### src/rtl/divider_core.sv
// Iterative unsigned restoring divider: one shift/subtract step per clock.
// Drives the upstream Divisor register write strobe for one cycle (LOAD).
// It then iterates WIDTH times on that register's output.
// Results and a divide-by-zero flag are returned with a one-cycle ready pulse.
//
// Ports:
//   clk            rising-edge clock
//   reset          synchronous active-high reset
//   start          division request, honoured only in IDLE
//   dividend_in    dividend, captured when start is accepted
//   divisor_val    Divisor register output, stable from RUN onwards
//   divisor_w_ctrl write strobe to the Divisor register (high in LOAD)
//   busy           high in LOAD and RUN
//   ready          one-cycle pulse in DONE
//   div_by_zero    set when the divisor was zero; held until next accept
//   quotient_out   registered quotient
//   remainder_out  registered remainder
module divider_core #(
    parameter int unsigned WIDTH = 32
) (
    input  logic             clk,
    input  logic             reset,
    input  logic             start,
    input  logic [WIDTH-1:0] dividend_in,
    input  logic [WIDTH-1:0] divisor_val,
    output logic             divisor_w_ctrl,
    output logic             busy,
    output logic             ready,
    output logic             div_by_zero,
    output logic [WIDTH-1:0] quotient_out,
    output logic [WIDTH-1:0] remainder_out
);

    localparam int unsigned RW = 2 * WIDTH;
    localparam int unsigned CW = $clog2(WIDTH) + 1;
    localparam int unsigned TW = WIDTH + 2;

    typedef enum logic [1:0] {
        IDLE = 2'd0,
        LOAD = 2'd1,
        RUN  = 2'd2,
        DONE = 2'd3
    } state_t;

    state_t          state;
    state_t          state_next;
    logic [RW-1:0]   rem_reg;
    logic [RW-1:0]   rem_step;
    logic [CW-1:0]   count;
    logic [TW-1:0]   trial;
    logic            trial_unused_bit;
    logic            accept;
    logic            zero_div;
    logic            last_step;

    // One restoring step: trial subtract on the top W+1 bits, then shift in a quotient bit.
    always_comb begin
        trial    = {1'b0, rem_reg[RW-1:WIDTH-1]} - {2'b00, divisor_val};
        rem_step = {rem_reg[RW-2:0], 1'b0};
        if (!trial[TW-1]) begin
            rem_step = {trial[WIDTH-1:0], rem_reg[WIDTH-2:0], 1'b1};
        end
    end

    // Bit WIDTH of a non-negative trial is always zero because the upper half stays below the divisor.
    assign trial_unused_bit = trial[WIDTH];

    // State register.
    always_ff @(posedge clk) begin
        if (reset) begin
            state <= IDLE;
        end else begin
            state <= state_next;
        end
    end

    // Next-state and control decode.
    always_comb begin
        state_next = state;
        accept     = 1'b0;
        zero_div   = 1'b0;
        last_step  = 1'b0;
        case (state)
            IDLE: begin
                if (start) begin
                    accept     = 1'b1;
                    state_next = LOAD;
                end
            end
            LOAD: begin
                state_next = RUN;
            end
            RUN: begin
                if ((count == '0) && (divisor_val == '0)) begin
                    zero_div   = 1'b1;
                    state_next = DONE;
                end else if (count == CW'(WIDTH - 1)) begin
                    last_step  = 1'b1;
                    state_next = DONE;
                end
            end
            DONE: begin
                state_next = IDLE;
            end
            default: begin
                state_next = IDLE;
            end
        endcase
    end

    // Status outputs decode directly from the registered state.
    assign divisor_w_ctrl = (state == LOAD);
    assign busy           = (state == LOAD) || (state == RUN);
    assign ready          = (state == DONE);

    // Remainder register, iteration counter and result registers.
    always_ff @(posedge clk) begin
        if (reset) begin
            rem_reg       <= '0;
            count         <= '0;
            div_by_zero   <= 1'b0;
            quotient_out  <= '0;
            remainder_out <= '0;
        end else begin
            if (accept) begin
                rem_reg     <= {WIDTH'(0), dividend_in};
                div_by_zero <= 1'b0;
            end
            if (state == LOAD) begin
                count <= '0;
            end
            if (state == RUN) begin
                if (zero_div) begin
                    div_by_zero   <= 1'b1;
                    quotient_out  <= '1;
                    remainder_out <= rem_reg[WIDTH-1:0];
                end else begin
                    rem_reg <= rem_step;
                    count   <= count + CW'(1);
                    if (last_step) begin
                        quotient_out  <= rem_step[WIDTH-1:0];
                        remainder_out <= rem_step[RW-1:WIDTH];
                    end
                end
            end
        end
    end

endmodule

### config.mk
export PLATFORM = sky130hd
export DESIGN_NAME = divider_core
export DESIGN_NICKNAME = d
export VERILOG_FILES = /design/src/rtl/divider_core.sv
export SDC_FILE = /design/constraint.sdc
export NUM_CORES = 1
export LEC_CHECK = 0
export BUFFER_PORTS_ARGS = -buffer_cell sky130_fd_sc_hd__buf_2
export CAP_MARGIN = 20
export CORE_ASPECT_RATIO = 0.8
export CORE_MARGIN = 5
export CORE_UTILIZATION = 48
export DETAILED_ROUTE_END_ITERATION = 10
export PLACE_DENSITY_LB_ADDON = 0.3
export SLEW_MARGIN = 20
export SYNTH_ARGS = -nofsm -noshare
export SYNTH_HDL_FRONTEND = slang
export SYNTH_SLANG_ARGS = --single-unit
### constraint.sdc
create_clock -name clk -period 8 [get_ports clk]
set_input_delay 1.6 -clock clk [delete_from_list [all_inputs] [get_ports clk]]
set_output_delay 1.6 -clock clk [all_outputs]
set_load 0.03 [all_outputs]
Word level (Yosys, flattened, before mapping)
Index checks and enable logic that the tools add are counted.

Register bits after elaboration: 137. Output and inout port bits: 68. Logic and storage cells: 47. Input bits: 67.

Add/subtract/negate cells: 2. Reduce and logical (&&, ||, !) cells: 8. Multiplexer cells: 25. Equal/unequal tests: 6.

Operator list (count): 64-bit two-way mux (4); 32-bit two-way mux (4); 33-bit by 32-bit subtractor with 34-bit output (1); 32-bit logical NOT (1); 6-bit two-way mux (3); 1-bit two-way mux (10); 2-bit case mux with 4 select lines (1); 6-bit by 1-bit adder with 6-bit output (second input constant) (1); 6-bit by 5-bit equality test with 1-bit output (second input constant) (1); 6-bit logical NOT (1); 2-bit two-way mux (3); 2-bit equality test (second input constant) (2); 2-bit AND reduction (2); 3-bit != test (second input constant) (1); 2-bit by 1-bit equality test with 1-bit output (second input constant) (1); 2-bit logical NOT (1); 2-bit != test (second input constant) (1); 2-bit nonzero test (1); 1-bit logical AND (1); 1-bit logical OR (1).

Longest topological paths before layout
Gate-level depths: netlist of the first run.

Depth after elaboration: 6. Mapped depth: 13. Mapped depth without buffers: 12.

Least setup slack after synthesis of the first run
OpenSTA, ideal clock, no wires.

Path type: input -> register. From: in divisor_val[0]. To: reg remainder_out[30]. Library setup time: 0.086 ns. Data required time: 7.914 ns. Setup slack: 4.087 ns. Stages on the path: 11. Data arrival time: 3.827 ns. Path through: ha_1 fa_1 nor2b_4 o2111ai_1 a21oi_1 o21ai_0 a41o_2 o21ai_2 mux2i_1 o21ai_1 a211oi_1.

Word-level cells in the longest chain between the ends: 6.

Ends and longest elaborated chain: from (decl) (line 25) `input logic [WIDTH-1:0] divisor_val,`; branches (longest 6 deep; another with 33-bit by 32-bit subtractor with 34-bit output); to (signal assigned) (line 136) `remainder_out <= rem_reg[WIDTH-1:0];`; to (signal assigned) (line 142) `remainder_out <= rem_step[RW-1:WIDTH];`; to (decl) (line 31) `output logic [WIDTH-1:0] remainder_out`.

Several ways; the timed one is not identified. The select of a mux whose other input is x is not followed. A chain may end at the register's enable or synchronous reset.

Worst setup path in the final report of the first run
From: in divisor_val[27]. To: reg rem_reg[31].

Word-level cells in the longest chain between the ends: 6.

Ends and longest elaborated chain: 32-bit logical NOT (line 94) `if ((count == '0) && (divisor_val == '0)) begin`; 1-bit logical AND (line 94); 1-bit two-way mux (line 94); 1-bit two-way mux (line 83) `case (state)`; 64-bit two-way mux (line 133) `if (zero_div) begin`; 64-bit two-way mux (line 132) `if (state == RUN) begin`; to (signal assigned) (line 126) `rem_reg <= {WIDTH'(0), dividend_in};`; to (signal assigned) (line 138) `rem_reg <= rem_step;`; to (decl) (line 47) `logic [RW-1:0] rem_reg;`.

Every way passes these cells.

==> flow_summary.yaml, run 1 <==
synth:
  netlist.top_cell.by_area: "sky130_fd_sc_hd__dfxtp_1"
  post_synth_instance_area_um2: 7646
  unique_masters_post_synth: 74
  synth_area_leaders: "sky130_fd_sc_hd__dfxtp_1 (36%), sky130_fd_sc_hd__nor2_1 (7.6%), sky130_fd_sc_hd__ha_1 (6.4%), sky130_fd_sc_hd__a21oi_1 (4.3%), sky130_fd_sc_hd__a311oi_1 (3.7%)"
  synthDominantCellAreaShare_pct: 35.87
  ys_warn_count: 0
  postSynthAreaPerCell_um2: 7.948
  synthesis.instances: 962
  post-synth-top-count-cell: "sky130_fd_sc_hd__nor2_1"
  ys.flop_type: "sky130_fd_sc_hd__dfxtp_1"
  synth_common_cells: "sky130_fd_sc_hd__nor2_1 (154), sky130_fd_sc_hd__dfxtp_1 (137), sky130_fd_sc_hd__nand2_1 (67)"
  synth.ff_latch_count: 137
  synth-edff-count: 0
  async_flop_share_pct: 0
  synth.yosys.seq_area_share_pct: 35.87
  synthesis.nets: 1069
setup_path:
  worst_r2r_endpoint: "rem_reg[31]"
  regToRegStartpoint: "count[0]"
  critical_path_peak_fanout: 40
  timing.setup.critical_path_class: "in2reg"
  cp_data_arrival_time_ps: 4880
  worst_setup_path_end_kind: "register"
  required_ps: 8320
  startpoint_type: "primary input"
  ff2ff_path_depth: 11
  reg2reg_setup_slack_ps: 4000
die:
  fp.dieArea_um2: 18570
  placeableCoreArea_um2: 15700
  initial_standard_cell_utilization_of_the_core_pct: 48.71
  pin_count: 135
  core.rowCount: 41
  die_h_um: 122.9
  die_wd_um: 151.1
hold_path:
  hold-path-endpoint: "div_by_zero"
  worst_hold_path_type: "reg2reg"
  min-delay-start: "div_by_zero"
  worstHoldPathCells: 2
clock_tree:
  post_cts_setup_driven_buffer_insertion_count: 0
  cts_tree: "yes"
  level_count_of_the_clock_h_tree: 4
  cts_hold_buffers: 0
  ctsResizeCount: 0
  clkTransAtPathRegs_ps: 60
  worst_skew_pair.late_latency_ps: 420
  clkSinkCount: 137
  cts_max_path_buffers: 2
  ctsRootBufferMaster: "sky130_fd_sc_hd__clkbuf_16"
  cts_inserted_buffers: 17
sta:
  finalClockSkew_ps: 8.508
  worst_slew_pin_slew_ps: 1004
  max_slew_margin_pct: 32.82
  min_period_ps: 4558
  achievable-frequency_mhz: 219.4
  finalSetupViolations: 0
  rsz_0062_raised_after_global_routing: "false"
  setup_total_negative_slack_ps: 0
  slew_violations: 0
  final-hold-violation-count: 0
  layout_worst_path_cycle_share_pct: 56.97
finish:
  layout_fillers: 1448
  layout.area.seq_um2: 2743
  antenna_cells: 0
  final_core_util_pct: 57.57
  share_of_layout_cells_above_drive_strength_1_pct: 18.83
  num-nets-final: 1167
  area.growth.synth_to_final_pct: 18.20
  footprint_of_the_multi_input_gates_um2: 4464
  largest_register_ff_count: 64
detailed_routing:
  drc_errors: 0
  route.detailed.wl_per_inst_um: 18.56
  drt-total-wl_um: 23910
  drtPass1Iterations: 6
  final_antenna_net_count: 0
  vias_per_cell: 6.009
  drt-initial-drc-count: 710
  num_vias: 7740
grt:
  antenna_found_initial: 0
  grt_start_max_net_pins: 79
  first_global_vias: 6900
  global_route_wire_length_before_repair_um: 36820
  grt_overflow: 0
  grt_util_all_layers_pct: 25.12
placed_design:
  place_hpwl_um: 17170
  port_buffers: 134
  routabilityCongestion: 0.9454
power:
  powerDensity_nw_per_um2: 246.1
  power.ir.vdd_worst_mv: 0.2109
  power.leakage_nw: 3.889
status:
  result_of_the_run: "finished, final reports clean"
flow_run:
  number_of_max_cap_violations: 0
[critical path: stages]
cell                       delay, ps
sky130_fd_sc_hd__buf_2           100
sky130_fd_sc_hd__nor4_1          590
sky130_fd_sc_hd__nand4_1         280
sky130_fd_sc_hd__nor3_4          160
sky130_fd_sc_hd__buf_4           400
sky130_fd_sc_hd__nand2_1         350
sky130_fd_sc_hd__nand2_2         570
sky130_fd_sc_hd__buf_4           460
sky130_fd_sc_hd__nor2_1           70
sky130_fd_sc_hd__a311oi_1        260
[placed cells by master (no fill, tap or decap), types with 12 or more instances in the layout]
cell,synthesis,routed
sky130_fd_sc_hd__a221o_1,12,12
sky130_fd_sc_hd__buf_2,17,133
sky130_fd_sc_hd__o21ai_0,30,30
sky130_fd_sc_hd__nand2_1,67,65
sky130_fd_sc_hd__dfxtp_1,137,137
sky130_fd_sc_hd__ha_1,39,39
sky130_fd_sc_hd__a311oi_1,32,32
sky130_fd_sc_hd__inv_1,46,46
sky130_fd_sc_hd__nor2_1,154,154
sky130_fd_sc_hd__xnor2_1,15,15
sky130_fd_sc_hd__nand3_1,43,43
sky130_fd_sc_hd__nor3_1,32,32
sky130_fd_sc_hd__a211oi_1,19,19
sky130_fd_sc_hd__a21oi_1,66,64
sky130_fd_sc_hd__a22oi_1,26,26
sky130_fd_sc_hd__o22ai_1,34,34
sky130_fd_sc_hd__clkbuf_16,0,17
[cells by family (layout without fill, tap and decap cells)]
family / after synthesis / in the layout / synth area share (%)
compound gates: 295 / 295 / 27.31
fa+ha+maj: 40 / 40 / 6.644
mux: 4 / 4 / 0.5400
flops: 137 / 137 / 35.87
xor+xnor: 22 / 22 / 2.520
simple gates: 352 / 352 / 21.14
buf+inv: 112 / 223 / 5.973
[where the power goes]
group	internal, W	leakage, nW	total (W)	switching (W)
sequential	0.000760	1.11	0.000865	0.000105
clock	0.000537	0.306	0.000841	0.000304
combinational	0.000169	2.47	0.000518	0.000349
[per-stage QoR]
stage / power [W] / hold WS, ps / cell area (um^2) / std cells / setup WS, ps
floorplan: 0.001218 / 448.9 / 7646 / 962 / 4087
global placement: 0.001376 / 473.8 / 8391 / 1255 / 3163
detailed placement: 0.001385 / 464.0 / 8406 / 1256 / 3169
CTS: 0.002213 / 471.7 / 9035 / 1288 / 3584
global route: 0.002323 / 513.8 / 9037 / 1288 / 3254
finish: 0.002224 / 480.5 / 9037 / 1288 / 3442
[area by class of cell]
class	instances	share of cell area, %
clock buffers	20	5.053
clock inverters	12	1.911
flip-flops and latches	137	30.35
repair buffers	144	8.362
well taps	215	2.977
multi-input cells	713	49.40
inverters	47	1.952
[how the worst max path moves through the flow]
| stage | from | endpoint | slack [ps] | cells past startpoint |
|---|---|---|---|---|
| finish | divisor_val[27] | rem_reg[31] | 3440 | 10 |
| global route | divisor_val[10] | rem_reg[17] | 3250 | 10 |
| CTS | divisor_val[10] | rem_reg[31] | 3580 | 10 |
| detailed placement | divisor_val[10] | rem_reg[22] | 3170 | 10 |
| global placement | divisor_val[10] | rem_reg[18] | 3160 | 10 |
| floorplan | divisor_val[0] | remainder_out[30] | 4090 | 11 |
[per-layer routing]
layer | vias up | share of wire [%] | track usage, %
li1 | 3736 | - | -
met1 | 3651 | 45 | 35.77
met2 | 319 | 44 | 37.86
met3 | 34 | 8.6 | 6.128
met4 | 0 | 1.8 | 7.191
met5 | - | 0 | 0
Power figures use the tool's default switching activity.
==> inputs of run 2 (changes only) <==
==> constraint.sdc (replaced) <==
create_clock -name clk -period 3.9 [get_ports clk]
set_input_delay 0.78 -clock clk [delete_from_list [all_inputs] [get_ports clk]]
set_output_delay 0.78 -clock clk [all_outputs]
set_load 0.03 [all_outputs]
==> flow_summary.yaml, run 2 (same netlist as run 1, synthesis figures left out) <==
detailed_routing:
  num_vias: 7846
  drtPass1Iterations: 6
  drt-total-wl_um: 24240
  drt-initial-drc-count: 798
  vias_per_cell: 6.012
  route.detailed.wl_per_inst_um: 18.58
  drc_errors: 0
  final_antenna_net_count: 0
setup_path:
  cp_data_arrival_time_ps: 3670
  reg2reg_setup_slack_ps: 640
  required_ps: 4230
  timing.setup.critical_path_class: "in2reg"
  ff2ff_path_depth: 11
  startpoint_type: "primary input"
  regToRegStartpoint: "count[0]"
  worst_setup_path_end_kind: "register"
  worst_r2r_endpoint: "remainder_out[15]"
  critical_path_peak_fanout: 16
power:
  power.leakage_nw: 3.954
  power.ir.vdd_worst_mv: 0.3886
  powerDensity_nw_per_um2: 494.2
die:
  die_h_um: 122.9
  pin_count: 135
  die_wd_um: 151.1
  placeableCoreArea_um2: 15700
  core.rowCount: 41
  initial_standard_cell_utilization_of_the_core_pct: 48.71
  fp.dieArea_um2: 18570
clock_tree:
  ctsRootBufferMaster: "sky130_fd_sc_hd__clkbuf_16"
  ctsResizeCount: 0
  cts_max_path_buffers: 2
  cts_tree: "yes"
  cts_hold_buffers: 0
  worst_skew_pair.late_latency_ps: 420
  level_count_of_the_clock_h_tree: 4
  clkTransAtPathRegs_ps: 60
  post_cts_setup_driven_buffer_insertion_count: 0
  cts_inserted_buffers: 17
  clkSinkCount: 137
placed_design:
  routabilityCongestion: 0.8961
  place_hpwl_um: 17730
  place_inst: 1273
  port_buffers: 134
sta:
  min_period_ps: 3345
  layout_worst_path_cycle_share_pct: 85.76
  final-hold-violation-count: 0
  max_slew_margin_pct: 45.97
  finalSetupViolations: 0
  finalClockSkew_ps: 12.86
  slew_violations: 0
  achievable-frequency_mhz: 299.0
  worst_slew_pin_slew_ps: 807.5
  setup_total_negative_slack_ps: 0
  rsz_0062_raised_after_global_routing: "false"
finish:
  largest_register_ff_count: 64
  area.growth.synth_to_final_pct: 19.60
  share_of_layout_cells_above_drive_strength_1_pct: 19.54
  mostFrequentLayoutCell: "sky130_fd_sc_hd__nor2_1"
  antenna_cells: 0
  final_core_util_pct: 58.26
  num-nets-final: 1184
  most-common-layout-cells: "sky130_fd_sc_hd__nor2_1 (154), sky130_fd_sc_hd__dfxtp_1 (137), sky130_fd_sc_hd__buf_2 (133), sky130_fd_sc_hd__nand2_1 (66), sky130_fd_sc_hd__a21oi_1 (64)"
  final_cells: 1305
flow_run:
  number_of_max_cap_violations: 0
hold_path:
  min-delay-start: "remainder_out[21]"
  worst_hold_path_type: "reg2reg"
  hold-path-endpoint: "remainder_out[21]"
  worstHoldPathCells: 2
status:
  result_of_the_run: "finished, final reports clean"
grt:
  global_route_wire_length_before_repair_um: 38030
  first_global_vias: 7168
  grt_util_all_layers_pct: 25.96
  grt_overflow: 0
  grt_start_max_net_pins: 88
  antenna_found_initial: 0
==> run 2: cell count changes in the layout (fill, tap and decap cells not counted) <==
cell | previous run | this run
sky130_fd_sc_hd__buf_12 | 0 | 3
sky130_fd_sc_hd__buf_4 | 10 | 25
sky130_fd_sc_hd__buf_8 | 1 | 0
sky130_fd_sc_hd__bufinv_16 | 4 | 3
sky130_fd_sc_hd__clkbuf_1 | 1 | 6
sky130_fd_sc_hd__clkbuf_8 | 2 | 1
sky130_fd_sc_hd__clkinv_2 | 4 | 3
sky130_fd_sc_hd__clkinv_4 | 2 | 0
sky130_fd_sc_hd__nand2_1 | 65 | 66
sky130_fd_sc_hd__nand2_2 | 2 | 1
==> run 2: power breakdown <==
part           internal [W]  switching, W  leakage [nW]
clock network       0.00102      0.000598         0.278
logic              0.000384      0.000740          2.57
registers           0.00156      0.000218          1.11
==> run 2: stage by stage <==
stage	power (W)	hold WS (ps)	instance area (um^2)	worst slack [ps]
3_5_place_dp	0.002907	476.7	8563	229.6
2_1_floorplan	0.002498	448.9	7646	807.4
4_1_cts	0.004514	488.1	9145	640.4
3_3_place_gp	0.002889	472.4	8563	372.8
6_report	0.004519	485.3	9145	555.2
5_1_grt	0.004733	508.2	9145	325.5
==> run 2: layout make-up <==
cell class	instances	area (um^2)
flip-flops and latches	137	2743
repair buffers	161	913.4
multi-input cells	713	4462
clock buffers	24	461.7
well taps	215	269.0
fillers	1466	6553
clock inverters	8	120.1
inverters	47	176.4
==> run 2: worst max path at each step <==
stage,start,end
detailed placement,divisor_val[14],remainder_out[6]
global placement,divisor_val[14],remainder_out[3]
floorplan,divisor_val[0],remainder_out[30]
CTS,divisor_val[14],remainder_out[3]
finish,divisor_val[14],remainder_out[13]
global route,divisor_val[14],remainder_out[13]
==> run 2: metal layers <==
metal	GRT usage [%]	up-vias	wire length [um]
li1	-	3767	-
met4	6.512	0	429
met2	40.59	351	11060
met5	0	-	0
met3	5.426	30	1945
met1	36.70	3698	10810
==> run 2: critical path, cell delays in order <==
cell and delay, ps:
sky130_fd_sc_hd__buf_2 100, sky130_fd_sc_hd__inv_1 50, sky130_fd_sc_hd__ha_1 380, sky130_fd_sc_hd__a21oi_1 280, sky130_fd_sc_hd__o21ai_1 110, sky130_fd_sc_hd__a21o_1 190
sky130_fd_sc_hd__a21oi_1 310, sky130_fd_sc_hd__o21ai_1 240, sky130_fd_sc_hd__nor3_4 460, sky130_fd_sc_hd__buf_4 310, sky130_fd_sc_hd__a22o_1 190, sky130_fd_sc_hd__a211oi_1 50
sky130_fd_sc_hd__nor3_1 220
